### src/rtl/spi_flash_responder_if.sv
`timescale 1ns/1ps
// Pin-level SPI flash bus plus the byte-wide backing-memory read port.
// The responder takes the slave modport; the SoC/bench side takes master.
interface spi_flash_responder_if #(
  parameter int ADDR_WIDTH = 16
);
  logic                  flash_csb;
  logic                  flash_clk;
  logic                  flash_io0;
  logic                  flash_io1_do;
  logic                  flash_io1_oeb;
  logic [ADDR_WIDTH-1:0] mem_addr;
  logic                  mem_rd;
  logic [7:0]            mem_rdata;

  modport master (
    output flash_csb, flash_clk, flash_io0, mem_rdata,
    input  flash_io1_do, flash_io1_oeb, mem_addr, mem_rd
  );

  modport slave (
    input  flash_csb, flash_clk, flash_io0, mem_rdata,
    output flash_io1_do, flash_io1_oeb, mem_addr, mem_rd
  );
endinterface

### src/rtl/spi_flash_responder.sv
`timescale 1ns/1ps
// Mode-0 single-bit SPI flash emulator, oversampled on the system clock, serving reads from external memory.
// Define SPI_FLASH_FAST_READ_EN to accept 0x0B (fast read with 8 dummy clocks).
module spi_flash_responder #(
  parameter int          ADDR_WIDTH = 16,
  parameter logic [23:0] JEDEC_ID   = 24'hEF4016
) (
  input  logic                 clock,
  input  logic                 resetb,
  spi_flash_responder_if.slave bus,
  output logic [7:0]           last_cmd,
  output logic                 bad_cmd
);

  localparam logic [7:0] CMD_READ       = 8'h03;
  localparam logic [7:0] CMD_FAST_READ  = 8'h0B;
  localparam logic [7:0] CMD_JEDEC_ID   = 8'h9F;
  localparam logic [7:0] CMD_RELEASE    = 8'hAB;
  localparam logic [7:0] CMD_RESET_MODE = 8'hFF;

  typedef enum logic [2:0] {
    ST_IDLE   = 3'd0,
    ST_CMD    = 3'd1,
    ST_ADDR   = 3'd2,
    ST_DUMMY  = 3'd3,
    ST_DATA   = 3'd4,
    ST_ID     = 3'd5,
    ST_IGNORE = 3'd6
  } state_t;

  state_t                state_r, state_n;
  logic                  csb_meta_r, csb_sync_r, csb_prev_r;
  logic                  clk_meta_r, clk_sync_r, clk_prev_r;
  logic                  io0_meta_r, io0_sync_r;
  logic [2:0]            bit_cnt_r, bit_cnt_n;
  logic [1:0]            byte_cnt_r, byte_cnt_n;
  logic [22:0]           shift_in_r, shift_in_n;
  logic [6:0]            out_sr_r, out_sr_n;
  logic [7:0]            prefetch_r;
  logic                  rd_pend_r;
  logic [ADDR_WIDTH-1:0] mem_addr_r, mem_addr_n;
  logic                  mem_rd_r, mem_rd_n;
  logic                  do_r, do_n;
  logic                  oeb_r, oeb_n;
  logic [7:0]            last_cmd_r, last_cmd_n;
  logic                  bad_cmd_r, bad_cmd_n;

  logic                  rise_s, fall_s, select_s;
  logic [7:0]            cmd_byte_s;
  logic [23:0]           addr_word_s;
  logic [7:0]            load_byte_s;

  function automatic logic [7:0] id_byte(input logic [1:0] idx);
    case (idx)
      2'd0:    id_byte = JEDEC_ID[23:16];
      2'd1:    id_byte = JEDEC_ID[15:8];
      2'd2:    id_byte = JEDEC_ID[7:0];
      default: id_byte = 8'hFF;
    endcase
  endfunction

  // Input synchronisers; csb resets low so a select already in progress at reset release is not seen as new
  always_ff @(posedge clock or negedge resetb) begin
    if (!resetb) begin
      csb_meta_r <= 1'b0;
      csb_sync_r <= 1'b0;
      csb_prev_r <= 1'b0;
      clk_meta_r <= 1'b0;
      clk_sync_r <= 1'b0;
      clk_prev_r <= 1'b0;
      io0_meta_r <= 1'b0;
      io0_sync_r <= 1'b0;
    end else begin
      csb_meta_r <= bus.flash_csb;
      csb_sync_r <= csb_meta_r;
      csb_prev_r <= csb_sync_r;
      clk_meta_r <= bus.flash_clk;
      clk_sync_r <= clk_meta_r;
      clk_prev_r <= clk_sync_r;
      io0_meta_r <= bus.flash_io0;
      io0_sync_r <= io0_meta_r;
    end
  end

  assign rise_s      = clk_sync_r & ~clk_prev_r;
  assign fall_s      = ~clk_sync_r & clk_prev_r;
  assign select_s    = csb_prev_r & ~csb_sync_r;
  assign cmd_byte_s  = {shift_in_r[6:0], io0_sync_r};
  assign addr_word_s = {shift_in_r, io0_sync_r};
  assign load_byte_s = (state_r == ST_DATA) ? prefetch_r : id_byte(byte_cnt_r);

  generate
    if (ADDR_WIDTH < 24) begin : g_addr_trunc
      logic unused_addr_hi_s;
      assign unused_addr_hi_s = ^addr_word_s[23:ADDR_WIDTH];
    end
  endgenerate

  // Capture memory data the cycle after each strobe and hold it until the next byte load
  always_ff @(posedge clock or negedge resetb) begin
    if (!resetb) begin
      rd_pend_r  <= 1'b0;
      prefetch_r <= 8'h00;
    end else begin
      rd_pend_r <= mem_rd_r;
      if (rd_pend_r) begin
        prefetch_r <= bus.mem_rdata;
      end
    end
  end

  // FSM state and datapath registers
  always_ff @(posedge clock or negedge resetb) begin
    if (!resetb) begin
      state_r    <= ST_IDLE;
      bit_cnt_r  <= 3'd0;
      byte_cnt_r <= 2'd0;
      shift_in_r <= 23'd0;
      out_sr_r   <= 7'd0;
      mem_addr_r <= {ADDR_WIDTH{1'b0}};
      mem_rd_r   <= 1'b0;
      do_r       <= 1'b0;
      oeb_r      <= 1'b1;
      last_cmd_r <= 8'h00;
      bad_cmd_r  <= 1'b0;
    end else begin
      state_r    <= state_n;
      bit_cnt_r  <= bit_cnt_n;
      byte_cnt_r <= byte_cnt_n;
      shift_in_r <= shift_in_n;
      out_sr_r   <= out_sr_n;
      mem_addr_r <= mem_addr_n;
      mem_rd_r   <= mem_rd_n;
      do_r       <= do_n;
      oeb_r      <= oeb_n;
      last_cmd_r <= last_cmd_n;
      bad_cmd_r  <= bad_cmd_n;
    end
  end

  // Next-state and output decode; deselect overrides any edge seen in the same cycle
  always_comb begin
    state_n    = state_r;
    bit_cnt_n  = bit_cnt_r;
    byte_cnt_n = byte_cnt_r;
    shift_in_n = shift_in_r;
    out_sr_n   = out_sr_r;
    mem_addr_n = mem_addr_r;
    mem_rd_n   = 1'b0;
    do_n       = do_r;
    oeb_n      = oeb_r;
    last_cmd_n = last_cmd_r;
    bad_cmd_n  = 1'b0;
    if (csb_sync_r) begin
      state_n    = ST_IDLE;
      bit_cnt_n  = 3'd0;
      byte_cnt_n = 2'd0;
      oeb_n      = 1'b1;
      do_n       = 1'b0;
    end else begin
      case (state_r)
        ST_IDLE: begin
          oeb_n = 1'b1;
          if (select_s) begin
            state_n    = ST_CMD;
            bit_cnt_n  = 3'd0;
            byte_cnt_n = 2'd0;
          end else begin
            state_n = ST_IDLE;
          end
        end
        ST_CMD: begin
          if (rise_s) begin
            shift_in_n = {shift_in_r[21:0], io0_sync_r};
            bit_cnt_n  = bit_cnt_r + 3'd1;
            if (bit_cnt_r == 3'd7) begin
              last_cmd_n = cmd_byte_s;
              case (cmd_byte_s)
                CMD_READ:     state_n = ST_ADDR;
`ifdef SPI_FLASH_FAST_READ_EN
                CMD_FAST_READ: state_n = ST_ADDR;
`endif
                CMD_JEDEC_ID: state_n = ST_ID;
                CMD_RELEASE, CMD_RESET_MODE: state_n = ST_IGNORE;
                default: begin
                  state_n   = ST_IGNORE;
                  bad_cmd_n = 1'b1;
                end
              endcase
            end else begin
              state_n = ST_CMD;
            end
          end else begin
            state_n = ST_CMD;
          end
        end
        ST_ADDR: begin
          if (rise_s) begin
            shift_in_n = {shift_in_r[21:0], io0_sync_r};
            bit_cnt_n  = bit_cnt_r + 3'd1;
            if ((bit_cnt_r == 3'd7) && (byte_cnt_r == 2'd2)) begin
              byte_cnt_n = 2'd0;
              mem_addr_n = addr_word_s[ADDR_WIDTH-1:0];
`ifdef SPI_FLASH_FAST_READ_EN
              if (last_cmd_r == CMD_FAST_READ) begin
                state_n = ST_DUMMY;
              end else begin
                state_n  = ST_DATA;
                mem_rd_n = 1'b1;
              end
`else
              state_n  = ST_DATA;
              mem_rd_n = 1'b1;
`endif
            end else if (bit_cnt_r == 3'd7) begin
              byte_cnt_n = byte_cnt_r + 2'd1;
            end else begin
              byte_cnt_n = byte_cnt_r;
            end
          end else begin
            state_n = ST_ADDR;
          end
        end
`ifdef SPI_FLASH_FAST_READ_EN
        ST_DUMMY: begin
          oeb_n = 1'b1;
          if (rise_s && (bit_cnt_r == 3'd7)) begin
            bit_cnt_n = 3'd0;
            mem_rd_n  = 1'b1;
            state_n   = ST_DATA;
          end else if (rise_s) begin
            bit_cnt_n = bit_cnt_r + 3'd1;
          end else begin
            state_n = ST_DUMMY;
          end
        end
`endif
        ST_DATA, ST_ID: begin
          if (fall_s) begin
            bit_cnt_n = bit_cnt_r + 3'd1;
            oeb_n     = 1'b0;
            if (bit_cnt_r == 3'd0) begin
              out_sr_n = load_byte_s[6:0];
              do_n     = load_byte_s[7];
              // Prefetch the next byte a full byte-time ahead of when it is shifted out
              if (state_r == ST_DATA) begin
                mem_addr_n = mem_addr_r + {{(ADDR_WIDTH-1){1'b0}}, 1'b1};
                mem_rd_n   = 1'b1;
              end else begin
                byte_cnt_n = (byte_cnt_r == 2'd3) ? 2'd3 : (byte_cnt_r + 2'd1);
              end
            end else begin
              out_sr_n = {out_sr_r[5:0], 1'b0};
              do_n     = out_sr_r[6];
            end
          end else begin
            oeb_n = oeb_r;
          end
        end
        ST_IGNORE: begin
          oeb_n   = 1'b1;
          state_n = ST_IGNORE;
        end
        default: begin
          oeb_n   = 1'b1;
          state_n = ST_IDLE;
        end
      endcase
    end
  end

  assign bus.flash_io1_do  = do_r;
  assign bus.flash_io1_oeb = oeb_r;
  assign bus.mem_addr      = mem_addr_r;
  assign bus.mem_rd        = mem_rd_r;
  assign last_cmd          = last_cmd_r;
  assign bad_cmd           = bad_cmd_r;

endmodule

### src/flat_wrapper.sv
// flat-port wrapper written by rule: the top's interface ports become plain ports
module spi_flash_responder_flat 
#(
  parameter int          ADDR_WIDTH = 16,
  parameter logic [23:0] JEDEC_ID   = 24'hEF4016
)
  (clock, resetb, last_cmd, bad_cmd, bus_flash_csb, bus_flash_clk, bus_flash_io0, bus_mem_rdata, bus_flash_io1_do, bus_flash_io1_oeb, bus_mem_addr, bus_mem_rd);
  spi_flash_responder_if #(.ADDR_WIDTH(ADDR_WIDTH)) bus_i ();
  input  logic clock;
  input  logic resetb;
  output logic [7:0] last_cmd;
  output logic bad_cmd;
  input wire logic [$bits(bus_i.flash_csb)-1:0] bus_flash_csb;
  input wire logic [$bits(bus_i.flash_clk)-1:0] bus_flash_clk;
  input wire logic [$bits(bus_i.flash_io0)-1:0] bus_flash_io0;
  input wire logic [$bits(bus_i.mem_rdata)-1:0] bus_mem_rdata;
  output wire logic [$bits(bus_i.flash_io1_do)-1:0] bus_flash_io1_do;
  output wire logic [$bits(bus_i.flash_io1_oeb)-1:0] bus_flash_io1_oeb;
  output wire logic [$bits(bus_i.mem_addr)-1:0] bus_mem_addr;
  output wire logic [$bits(bus_i.mem_rd)-1:0] bus_mem_rd;
  assign bus_i.flash_csb = bus_flash_csb;
  assign bus_i.flash_clk = bus_flash_clk;
  assign bus_i.flash_io0 = bus_flash_io0;
  assign bus_i.mem_rdata = bus_mem_rdata;
  assign bus_flash_io1_do = bus_i.flash_io1_do;
  assign bus_flash_io1_oeb = bus_i.flash_io1_oeb;
  assign bus_mem_addr = bus_i.mem_addr;
  assign bus_mem_rd = bus_i.mem_rd;
  spi_flash_responder #(.ADDR_WIDTH(ADDR_WIDTH), .JEDEC_ID(JEDEC_ID)) u_core (.clock(clock), .resetb(resetb), .bus(bus_i), .last_cmd(last_cmd), .bad_cmd(bad_cmd));
endmodule
### config.mk
export PLATFORM = sky130hd
export DESIGN_NAME = spi_flash_responder_flat
export DESIGN_NICKNAME = d
export VERILOG_FILES = /design/src/rtl/spi_flash_responder_if.sv /design/src/rtl/spi_flash_responder.sv /design/src/flat_wrapper.sv
export SDC_FILE = /design/constraint.sdc
export NUM_CORES = 1
export LEC_CHECK = 0
export ABC_CLOCK_PERIOD_IN_PS = 1940
export CORE_MARGIN = 5
export CORE_UTILIZATION = 50
export CTS_CLUSTER_DIAMETER = 50
export DETAILED_ROUTE_END_ITERATION = 10
export GPL_TIMING_DRIVEN = 0
export MAX_ROUTING_LAYER = met4
export PLACE_DENSITY = 0.83
export SLEW_MARGIN = 0
export SYNTH_ARGS = -nofsm -noshare
export SYNTH_HDL_FRONTEND = slang
export SYNTH_SLANG_ARGS = --single-unit
### constraint.sdc
create_clock -name clock -period 1.94 [get_ports clock]
set_clock_uncertainty 0.1 [all_clocks]
set_input_delay 0.582 -clock clock [delete_from_list [all_inputs] [get_ports clock]]
set_output_delay 0.582 -clock clock [all_outputs]
set_load 0.01 [all_outputs]
==> impl_metrics.tcl, run 1 <==
set metrics [dict create \
    clock.fmax_ghz 0.482 \
    cts_tree "done" \
    worst_slew_pin_slew_ns 0.914 \
    path_cells "buf_4 -> ha_2 -> and4_4 -> and3_1 -> buf_2 -> nand4_1 -> o22ai_2 -> a2bb2oi_2" \
    start_util_pct 51.9 \
    boundaryPins 41 \
    cts_buffers 9 \
    clkLatencyLatePin_ns 0.35 \
    yosysTopAreaCellShare_pct 48.7 \
    p_per_area_mw_per_mm2 626 \
    crit_type "reg -> reg" \
    slew_violations 0 \
    critPathSlowestCell "dfrtp_1" \
    grt_max_degree 76 \
    core.rowCount 31 \
    min_period_ns 2.07 \
    syn-num-nets 363 \
    dieArea_mm2 0.00945 \
    clockPowerShare_pct 39.5 \
    die_y_um 97.2 \
    wl_per_cell_um 18.9 \
    htreeDepth 3 \
    critPathLaunchType "register" \
    fill_cells 484 \
    detailroute.via_count 3166 \
    clockBufferDepth 2 \
    relSlewSlack_pct 39.1 \
    arrival_ns 2.22 \
    ys_async_sr_fraction_pct 100 \
    grt_remaining_overflow 0 \
    antenna_found_initial 0 \
    hold_viol_final 0 \
    post-route-drc-count 0 \
    pre_cts_ws_ns -0.152 \
    syn_area_mm2 0.00380 \
    root_buffer "clkbuf_8" \
    fin_ws_ns -0.134 \
    cp_max_fo 7 \
    switchingPower_mw 0.745 \
    ys_warn_count 0 \
    synth-seq-cells 75 \
    failed_checks "negative setup slack" \
    synth.area.top_cells "dfrtp_1, mux2_2, ha_1" \
    switching_share_pct 24.0 \
    synthFlopType "dfrtp_1" \
    drtAntennaViolNets 0 \
    cts_sinks 75 \
    max-vdd-ir-drop_mv 0.473 \
    synth_commonest_cells "dfrtp_1, nand2_1, nor2_1" \
    worst-endpoint-required_ns 2.08 \
    hold_class "reg -> reg" \
    synth_top_cell_by_area "dfrtp_1" \
    wirelength_um 9880 \
    postSynthCellCount 340 \
    finalSetupViolations 13 \
    p_seq_share_pct 53.3 \
    regToRegSetupSlack_ns -0.13 \
    cp_top_family "simple AND/OR/NAND/NOR gates" \
    endpoint_kind "register" \
    critPathMaxStageDelay_ns 0.40 \
    drtIter0Drc 343 \
    routabilityCongestion 0.855 \
    grt_pass1_wl_um 15800 \
    synth_area_per_cell_um2 11.2 \
    p_comb_share_pct 7.1 \
    seq_area_frac_synth_pct 49.4 \
    status "finished, violations left" \
    p_int_mw 2.35 \
    period_share_pct 107 \
    layout.nets 444 \
    syn2layout_area_growth_pct 30.1 \
    utilization_pct 67.5 \
    diodes 0 \
    maxCapViolCount 0 \
    clk_pin_slew_ns 0.08 \
    yosysMostFrequentCell "dfrtp_1" \
    grt_setup_unrepaired "yes" \
    synth_edf_count 0 \
    leakage_nw 2.46 \
    synth_cell_types 59 \
    dr.pass1.iters 7 \
    first_global_vias 3115 \
    core-area_mm2 0.00733 \
    hpwlAfterDp_um 5730 \
    avgViaCountPerCell 6.04 \
    die_width_um 97.2 \
    cp.buffers_inverters 2 \
    grt_use_total_pct 21.1 \
    portBuffers 40 \
    drive_gt1_share_pct 31.1 \
]
-- power by group through the flow --
stage	sequential (mW)	clock, mW	combinational (mW)
finish	1.65	1.22	0.221
floorplan	1.66	0	0.122
detailed placement	1.68	0	0.199
global route	1.66	1.31	0.246
CTS	1.65	1.24	0.208
global placement	1.68	0	0.191
-- stage by stage --
step                      hold WS (ns)  instance area (um^2)  setup TNS, ns  std cells  power (mW)
final                            0.254                  4950         -0.633        524        3.10
after global routing             0.266                  4950          -1.65        524        3.21
after CTS                        0.253                  4800         -0.758        518        3.10
after detailed placement         0.238                  4340          -1.91        479        1.88
after global placement           0.232                  4340        -169.75        479        1.87
after floorplan                  0.186                  3820              0        340        1.78
-- cells in the final DEF, fill, tap and decap left out, types with 3 or more instances in the layout --
cell type / synthesis / layout
o21ai_0: 16 / 16
clkbuf_1: 7 / 4
a31oi_1: 4 / 4
buf_6: 6 / 13
clkbuf_2: 0 / 3
o22a_1: 4 / 4
inv_1: 8 / 8
nor2_2: 1 / 3
buf_4: 1 / 21
nand3_1: 13 / 12
nor2_1: 25 / 21
dlymetal6s2s_1: 0 / 10
o22ai_1: 7 / 6
dfrtp_2: 0 / 4
a211o_1: 3 / 3
nand2b_1: 5 / 5
nand4_1: 6 / 6
a21oi_2: 5 / 9
mux2_1: 10 / 10
dfrtp_1: 74 / 70
clkdlybuf4s50_1: 0 / 13
mux2i_1: 8 / 8
a2bb2oi_2: 6 / 6
mux2_2: 21 / 21
clkbuf_8: 0 / 11
nor3_1: 4 / 4
nand2_1: 26 / 26
dlygate4sd2_1: 0 / 16
a21oi_1: 20 / 15
ha_1: 10 / 7
o21ai_1: 4 / 3
buf_2: 4 / 4
-- layout make-up --
class / instances / area (um^2) / area share (%)
plain buffers: 19 / 145 / 2.93
repair buffers: 70 / 691 / 14.0
well taps: 99 / 124 / 2.50
inverters: 9 / 36.3 / 0.733
multi-input cells: 237 / 1870 / 37.8
clock inverters: 4 / 48.8 / 0.986
clock buffers: 11 / 151 / 3.06
flip-flops and latches: 75 / 1880 / 38.1
-- worst paths after layout --
kind | from | to | cells past startpoint
min reg2reg | u_core.io0_meta_r | u_core.io0_sync_r | 0
max | u_core.bus.mem_addr[0] | u_core.bus.mem_addr[14] | 8
max in group asynchronous | resetb | u_core.bus.mem_addr[2] | 1
min in group asynchronous | resetb | u_core.byte_cnt_r[1] | 1
min | u_core.io0_meta_r | u_core.io0_sync_r | 0
max reg2reg | u_core.bus.mem_addr[0] | u_core.bus.mem_addr[14] | 8
-- cells by family (layout without fill, tap and decap cells) --
family | after synthesis | after routing | share of synthesized area [%]
AOI/OAI and AO/OA | 87 | 87 | 16.7
DFF | 75 | 75 | 49.4
muxes | 40 | 40 | 11.7
buffers and inverters | 28 | 113 | 4.24
and+or+nand+nor | 100 | 100 | 14.7
adders and majority gates | 10 | 10 | 3.29
-- flip-flops by register name (all words and copies together), names as in the netlist, 2 cells and up --
register / count
u_core.state_r: 3
u_core.bus.mem_addr: 16
u_core.shift_in_r: 15
u_core.bit_cnt_r: 3
u_core.out_sr_r: 7
u_core.byte_cnt_r: 2
u_core.prefetch_r: 8
u_core.last_cmd: 8
-- metal layers --
metal	part of all wire (%)	vias up	global-route usage (%)
li1	-	1397	-
met1	42	1535	28.0
met2	46	197	31.1
met3	8.2	37	4.88
met4	3.3	0	8.86
met5	0	-	-
-- repair_timing --
action	CTS	global route
pin swaps	10	9
gates cloned	3	0
setup buffers	21	6
resized for setup	39	32
hold endpoints to repair	0	0
setup endpoints to repair	56	52
hold buffers	0	0
No activity file was read; power rests on OpenSTA's default activity.
==> run 2: changes to the inputs <==
--- a/config.mk
+++ b/config.mk
@@ -7,12 +7,12 @@
 export LEC_CHECK = 0
 export ABC_CLOCK_PERIOD_IN_PS = 1940
 export CORE_MARGIN = 5
-export CORE_UTILIZATION = 50
+export CORE_UTILIZATION = 51
 export CTS_CLUSTER_DIAMETER = 50
 export DETAILED_ROUTE_END_ITERATION = 10
 export GPL_TIMING_DRIVEN = 0
 export MAX_ROUTING_LAYER = met4
-export PLACE_DENSITY = 0.83
+export PLACE_DENSITY = 0.84
 export SLEW_MARGIN = 0
 export SYNTH_ARGS = -nofsm -noshare
 export SYNTH_HDL_FRONTEND = slang
==> run 2 against run 1 <==
The flow still finishes with violations (negative setup slack); non-clock buffer count shrank 5; fmax grew 1.0%; worst setup slack gained 0.021 ns; total power shrank 4.6%; sequential share of layout area grew 0.71 points; via count shrank 2.5%; wire length shrank 7.4%; first-iteration DRC count shrank 12%; die area shrank 1.8%; core utilization shrank 0.52 points; hold slack lost 0.10 ns.
==> impl_metrics.tcl, run 2 (synthesis gave the netlist of run 1 again) <==
set metrics [dict create \
    relSlewSlack_pct 65.9 \
    fill_cells 539 \
    failed_checks "negative setup slack" \
    diodes 0 \
    fin_area_mm2 0.00486 \
    dr.pass1.iters 7 \
    slew_violations 0 \
    critPathLaunchType "register" \
    endpoint_kind "register" \
    clock.fmax_ghz 0.487 \
    hold_slack_ns 0.150 \
    first_global_vias 2969 \
    cts_buffers 9 \
    detailroute.via_count 3087 \
    drtIter0Drc 301 \
    start_util_pct 52.4 \
    portBuffers 40 \
    boundaryPins 41 \
    hold_class "in -> async" \
    p_int_mw 2.19 \
    p_comb_share_pct 7.2 \
    hpwlAfterDp_um 5670 \
    dp_cells 480 \
    pre_cts_ws_ns -0.172 \
    arrival_ns 2.17 \
    mostFrequentLayoutCells "dfrtp_1, nand2_1, mux2_2" \
    drtAntennaViolNets 0 \
    clkLatencyLatePin_ns 0.35 \
    hold_viol_final 0 \
    grt_remaining_overflow 0 \
    p_seq_share_pct 55.9 \
    max-vdd-ir-drop_mv 0.577 \
    dieArea_mm2 0.00928 \
    wirelength_um 9150 \
    antenna_found_initial 0 \
    grt_pass1_wl_um 14900 \
    avgViaCountPerCell 5.94 \
    leakage_nw 2.44 \
    core-area_mm2 0.00725 \
    cp_max_fo 10 \
    drive_gt1_share_pct 29.2 \
    largest_reg_flops 16 \
    clockPowerShare_pct 36.9 \
    fin_cells 520 \
    worst-endpoint-required_ns 2.06 \
    routabilityCongestion 0.846 \
    clockBufferDepth 2 \
    syn2layout_area_growth_pct 27.7 \
    p_per_area_mw_per_mm2 608 \
    grt_max_degree 76 \
    switchingPower_mw 0.766 \
    clk_pin_slew_ns 0.08 \
    maxCapViolCount 0 \
    finalSetupViolations 24 \
    die_y_um 96.3 \
    dpl_cell_area_mm2 0.00437 \
    fin_ws_ns -0.113 \
    layout.nets 439 \
    wl_per_cell_um 17.6 \
    cts_sinks 75 \
    htreeDepth 3 \
    worst_slew_pin_slew_ns 0.511 \
    min_period_ns 2.05 \
    crit_type "reg -> reg" \
    grt_setup_unrepaired "yes" \
    utilization_pct 67.0 \
    power_mw 2.95 \
    switching_share_pct 25.9 \
    grt_use_total_pct 21.3 \
    post-route-drc-count 0 \
    die_width_um 96.3 \
    final_common_cell "dfrtp_1" \
    status "finished, violations left" \
    core.rowCount 31 \
    tns_ns -1.14 \
    root_buffer "clkbuf_8" \
    period_share_pct 106 \
    cts_tree "done" \
]
==> run 2: changes by cell type in the layout (fill, tap and decap cells not counted), moves of 2 or more <==
cell,delta
buf_6,-5
dlymetal6s2s_1,+2
buf_4,-2
clkbuf_1,+2
clkinvlp_4,+2
clkbuf_2,-2
==> run 2: power by group through the flow <==
stage / Combinational (mW) / Sequential [mW] / Clock [mW]
after global routing: 0.238 / 1.66 / 1.18
after global placement: 0.192 / 1.68 / 0
final: 0.214 / 1.65 / 1.09
after CTS: 0.210 / 1.65 / 1.10
after floorplan: 0.122 / 1.66 / 0
after detailed placement: 0.205 / 1.68 / 0
==> run 2: cell type report <==
cell class	count	area, um^2	area share (%)
Multi-Input combinational cell	237	1840	37.8
Clock inverter	6	38.8	0.799
Inverter	9	36.3	0.747
Timing Repair Buffer	65	662	13.6
Buffer	19	139	2.86
Sequential cell	75	1880	38.8
Clock buffer	10	138	2.83
Tap cell	99	124	2.55
==> run 2: routing by layer <==
metal	track usage [%]	share of wire, %	wire length (um)	vias up
met1	29.9	44	4000	1493
met4	8.29	3.6	327	0
met2	31.3	46	4210	159
met5	-	0	0	-
li1	-	-	-	1393
met3	3.05	6.7	612	42
==> run 2: what timing repair did <==
item,CTS,global route
pin swaps,8,5
setup buffers,19,2
hold buffers,0,0
gates cloned,2,1
setup endpoints to repair,54,55
gates resized for setup,38,20
endpoints found under the hold margin,0,0
==> run 2: worst max-delay path: stages, from the launching register on <==
cell and delay (ns):
dfrtp_1 0.45, buf_6 0.18, nor2_2 0.30, clkbuf_1 0.44
nand4_1 0.17, o21ai_0 0.18, a21oi_2 0.11
==> run 2: path summary, 6_finish.rpt <==
check | end | cells after the start | startpoint | slack [ns]
setup / recovery | u_core.bus.mem_addr[8] | 6 | u_core.state_r[1] | -0.11
hold / removal | u_core.byte_cnt_r[1] | 2 | resetb | 0.15
setup reg to reg | u_core.bus.mem_addr[8] | 6 | u_core.state_r[1] | -0.11
hold reg to reg | u_core.clk_sync_r | 0 | u_core.clk_meta_r | 0.25
max in group asynchronous | u_core.bus.mem_addr[7] | 2 | resetb | 1.28
min in group clock | u_core.clk_sync_r | 0 | u_core.clk_meta_r | 0.25
==> run 3: changes to the inputs <==
--- a/config.mk
+++ b/config.mk
@@ -5,15 +5,15 @@
 export SDC_FILE = /design/constraint.sdc
 export NUM_CORES = 1
 export LEC_CHECK = 0
-export ABC_CLOCK_PERIOD_IN_PS = 1940
+export ABC_CLOCK_PERIOD_IN_PS = 1900
 export CORE_MARGIN = 5
-export CORE_UTILIZATION = 51
+export CORE_UTILIZATION = 56
 export CTS_CLUSTER_DIAMETER = 50
 export DETAILED_ROUTE_END_ITERATION = 10
 export GPL_TIMING_DRIVEN = 0
 export MAX_ROUTING_LAYER = met4
-export PLACE_DENSITY = 0.84
-export SLEW_MARGIN = 0
+export PLACE_DENSITY = 0.87
+export SLEW_MARGIN = 20
 export SYNTH_ARGS = -nofsm -noshare
 export SYNTH_HDL_FRONTEND = slang
 export SYNTH_SLANG_ARGS = --single-unit
==> constraint.sdc (replaced) <==
create_clock -name clock -period 1.9 [get_ports clock]
set_clock_uncertainty 0.1 [all_clocks]
set_input_delay 0.57 -clock clock [delete_from_list [all_inputs] [get_ports clock]]
set_output_delay 0.57 -clock clock [all_outputs]
set_load 0.01 [all_outputs]
==> run 3 against run 2 <==
Clock power rose by 30%; via count up 1.8%; first-iteration DRC count decreased by 12%; the flow still finishes with violations (negative setup slack); cell area up 1.0%; critical path depth is 2 higher; wire length up 6.7%; hold slack got worse by 0.14 ns.
==> impl_metrics.tcl, run 3 (synthesis gave the netlist of run 1 again) <==
set metrics [dict create \
    status "finished, violations left" \
    failed_checks "negative setup slack" \
    clockBufferDepth 2 \
    portBuffers 40 \
    avgViaCountPerCell 6.29 \
    max-vdd-ir-drop_mv 0.412 \
    dieArea_mm2 0.00854 \
    drtIter0Drc 266 \
    grt_setup_unrepaired "yes" \
    power_mw 3.35 \
    grt_pass1_wl_um 16300 \
    cts_sinks 75 \
    mostFrequentLayoutCells "dfrtp_1, dlygate4sd2_1, nand2_1" \
    start_util_pct 56.6 \
    grt_max_degree 53 \
    die_y_um 92.4 \
    boundaryPins 41 \
    cts_tree "done" \
    pre_cts_ws_ns -0.194 \
    dp_cells 461 \
    dr.pass1.iters 6 \
    critPathLaunchType "register" \
    core.rowCount 30 \
    cp_top_family "simple AND/OR/NAND/NOR gates" \
    p_per_area_mw_per_mm2 682 \
    crit_type "reg -> reg" \
    post-route-drc-count 0 \
    critPathMaxStageDelay_ns 0.42 \
    layout.nets 438 \
    r2r-start "u_core.bit_cnt_r[0]" \
    regToRegSetupSlack_ns -0.11 \
    crit_cells 8 \
    hold_slack_ns 0.0109 \
    drtAntennaViolNets 0 \
    fin_cells 500 \
    first_global_vias 3203 \
    grt_remaining_overflow 0 \
    period_share_pct 106 \
    relSlewSlack_pct 61.4 \
    fin_ws_ns -0.109 \
    dpl_cell_area_mm2 0.00434 \
    cp-startpoint "u_core.bit_cnt_r[0]" \
    diodes 0 \
    root_buffer "clkbuf_8" \
    detailroute.via_count 3143 \
    slew_violations 0 \
    maxCapViolCount 0 \
    final_common_cell "dfrtp_1" \
    clk_pin_slew_ns 0.08 \
    cp_max_fo 9 \
    core-area_mm2 0.00672 \
    tns_ns -1.23 \
    drive_gt1_share_pct 31.9 \
    grt_use_total_pct 24.8 \
    arrival_ns 2.15 \
    fin_area_mm2 0.00491 \
    worst-endpoint-required_ns 2.04 \
    wirelength_um 9760 \
    ff2ff_path_depth 8 \
    fill_cells 424 \
    critPathSlowestCell "dfrtp_1" \
    clock.fmax_ghz 0.498 \
    cp.buffers_inverters 2 \
    clkLatencyLatePin_ns 0.36 \
    hold_class "in -> async" \
    hpwlAfterDp_um 5820 \
    cts_buffers 9 \
    die_width_um 92.4 \
    min_period_ns 2.01 \
    path_cells "ha_2 -> ha_4 -> and4bb_4 -> and3_4 -> o21ai_4 -> buf_12 -> buf_4 -> o22a_1" \
    htreeDepth 3 \
    r2r-end "u_core.bus.mem_addr[13]" \
    finalSetupViolations 23 \
    syn2layout_area_growth_pct 29.0 \
    routabilityCongestion 0.897 \
    endpoint_kind "register" \
    largest_reg_flops 16 \
    hold_viol_final 0 \
    worst_slew_pin_slew_ns 0.578 \
    critPathCapture "u_core.bus.mem_addr[13]" \
    antenna_found_initial 0 \
    leakage_nw 2.32 \
    utilization_pct 73.0 \
    wl_per_cell_um 19.5 \
]
run 3: cell types whose count changed in the layout (fill, tap and decap cells not counted), sizes merged:
cell | previous run | this run
clkdlybuf4s50 | 12 | 11
clkbuf | 17 | 18
bufinv | 0 | 2
buf | 38 | 36
clkinvlp | 2 | 0
inv | 10 | 11
dlymetal6s2s | 12 | 0
dlygate4sd2 | 15 | 28
clkinv | 3 | 2
run 3: area by class of cell:
cell class / instances / area (um^2) / area share, %
Timing Repair Buffer: 64 / 607 / 12.4
Buffer: 19 / 149 / 3.03
Inverter: 9 / 41.3 / 0.842
Clock inverter: 6 / 95.1 / 1.94
Tap cell: 80 / 100 / 2.04
Clock buffer: 10 / 138 / 2.81
Multi-Input combinational cell: 237 / 1890 / 38.6
Sequential cell: 75 / 1880 / 38.4
run 3: repair_timing:
action                     in CTS  in global routing
buffers inserted               19                  2
cloned                          3                  0
resized for setup              69                 12
setup endpoints to repair      63                 46
hold buffers                    0                  0
pin swaps                       3                  4
run 3: power by group:
part / internal [mW] / switching (mW)
Clock: 0.789 / 0.630
Sequential: 1.63 / 0.0566
Combinational: 0.115 / 0.124
Total: 2.53 / 0.811
run 3: worst register-to-register path, delay by kind of cell (launching register included):
kind | cells | cell delay (ns)
simple gates | 2 | 0.45
flops | 1 | 0.42
fa+ha+maj | 2 | 0.34
buf+inv | 2 | 0.31
compound gates | 2 | 0.28
run 3: worst min path at each step:
stage	cells after the start	slack (ns)	end
2_1_floorplan	0	0.17	u_core.bad_cmd
3_3_place_gp	0	0.23	u_core.csb_sync_r
3_5_place_dp	0	0.24	u_core.io0_sync_r
4_1_cts	1	0.02	u_core.bit_cnt_r[0]
5_1_grt	1	0.01	u_core.out_sr_r[5]
6_report	1	0.01	u_core.out_sr_r[5]
run 3: routing by layer:
| layer | up-vias | routed length (um) | part of all wire, % | global-route usage, % |
|---|---|---|---|---|
| li1 | 1386 | - | - | - |
| met1 | 1548 | 3990 | 41 | 31.6 |
| met2 | 163 | 4750 | 49 | 37.6 |
| met3 | 46 | 687 | 7.0 | 5.44 |
| met4 | 0 | 342 | 3.5 | 12.4 |
| met5 | - | 0 | 0 | - |
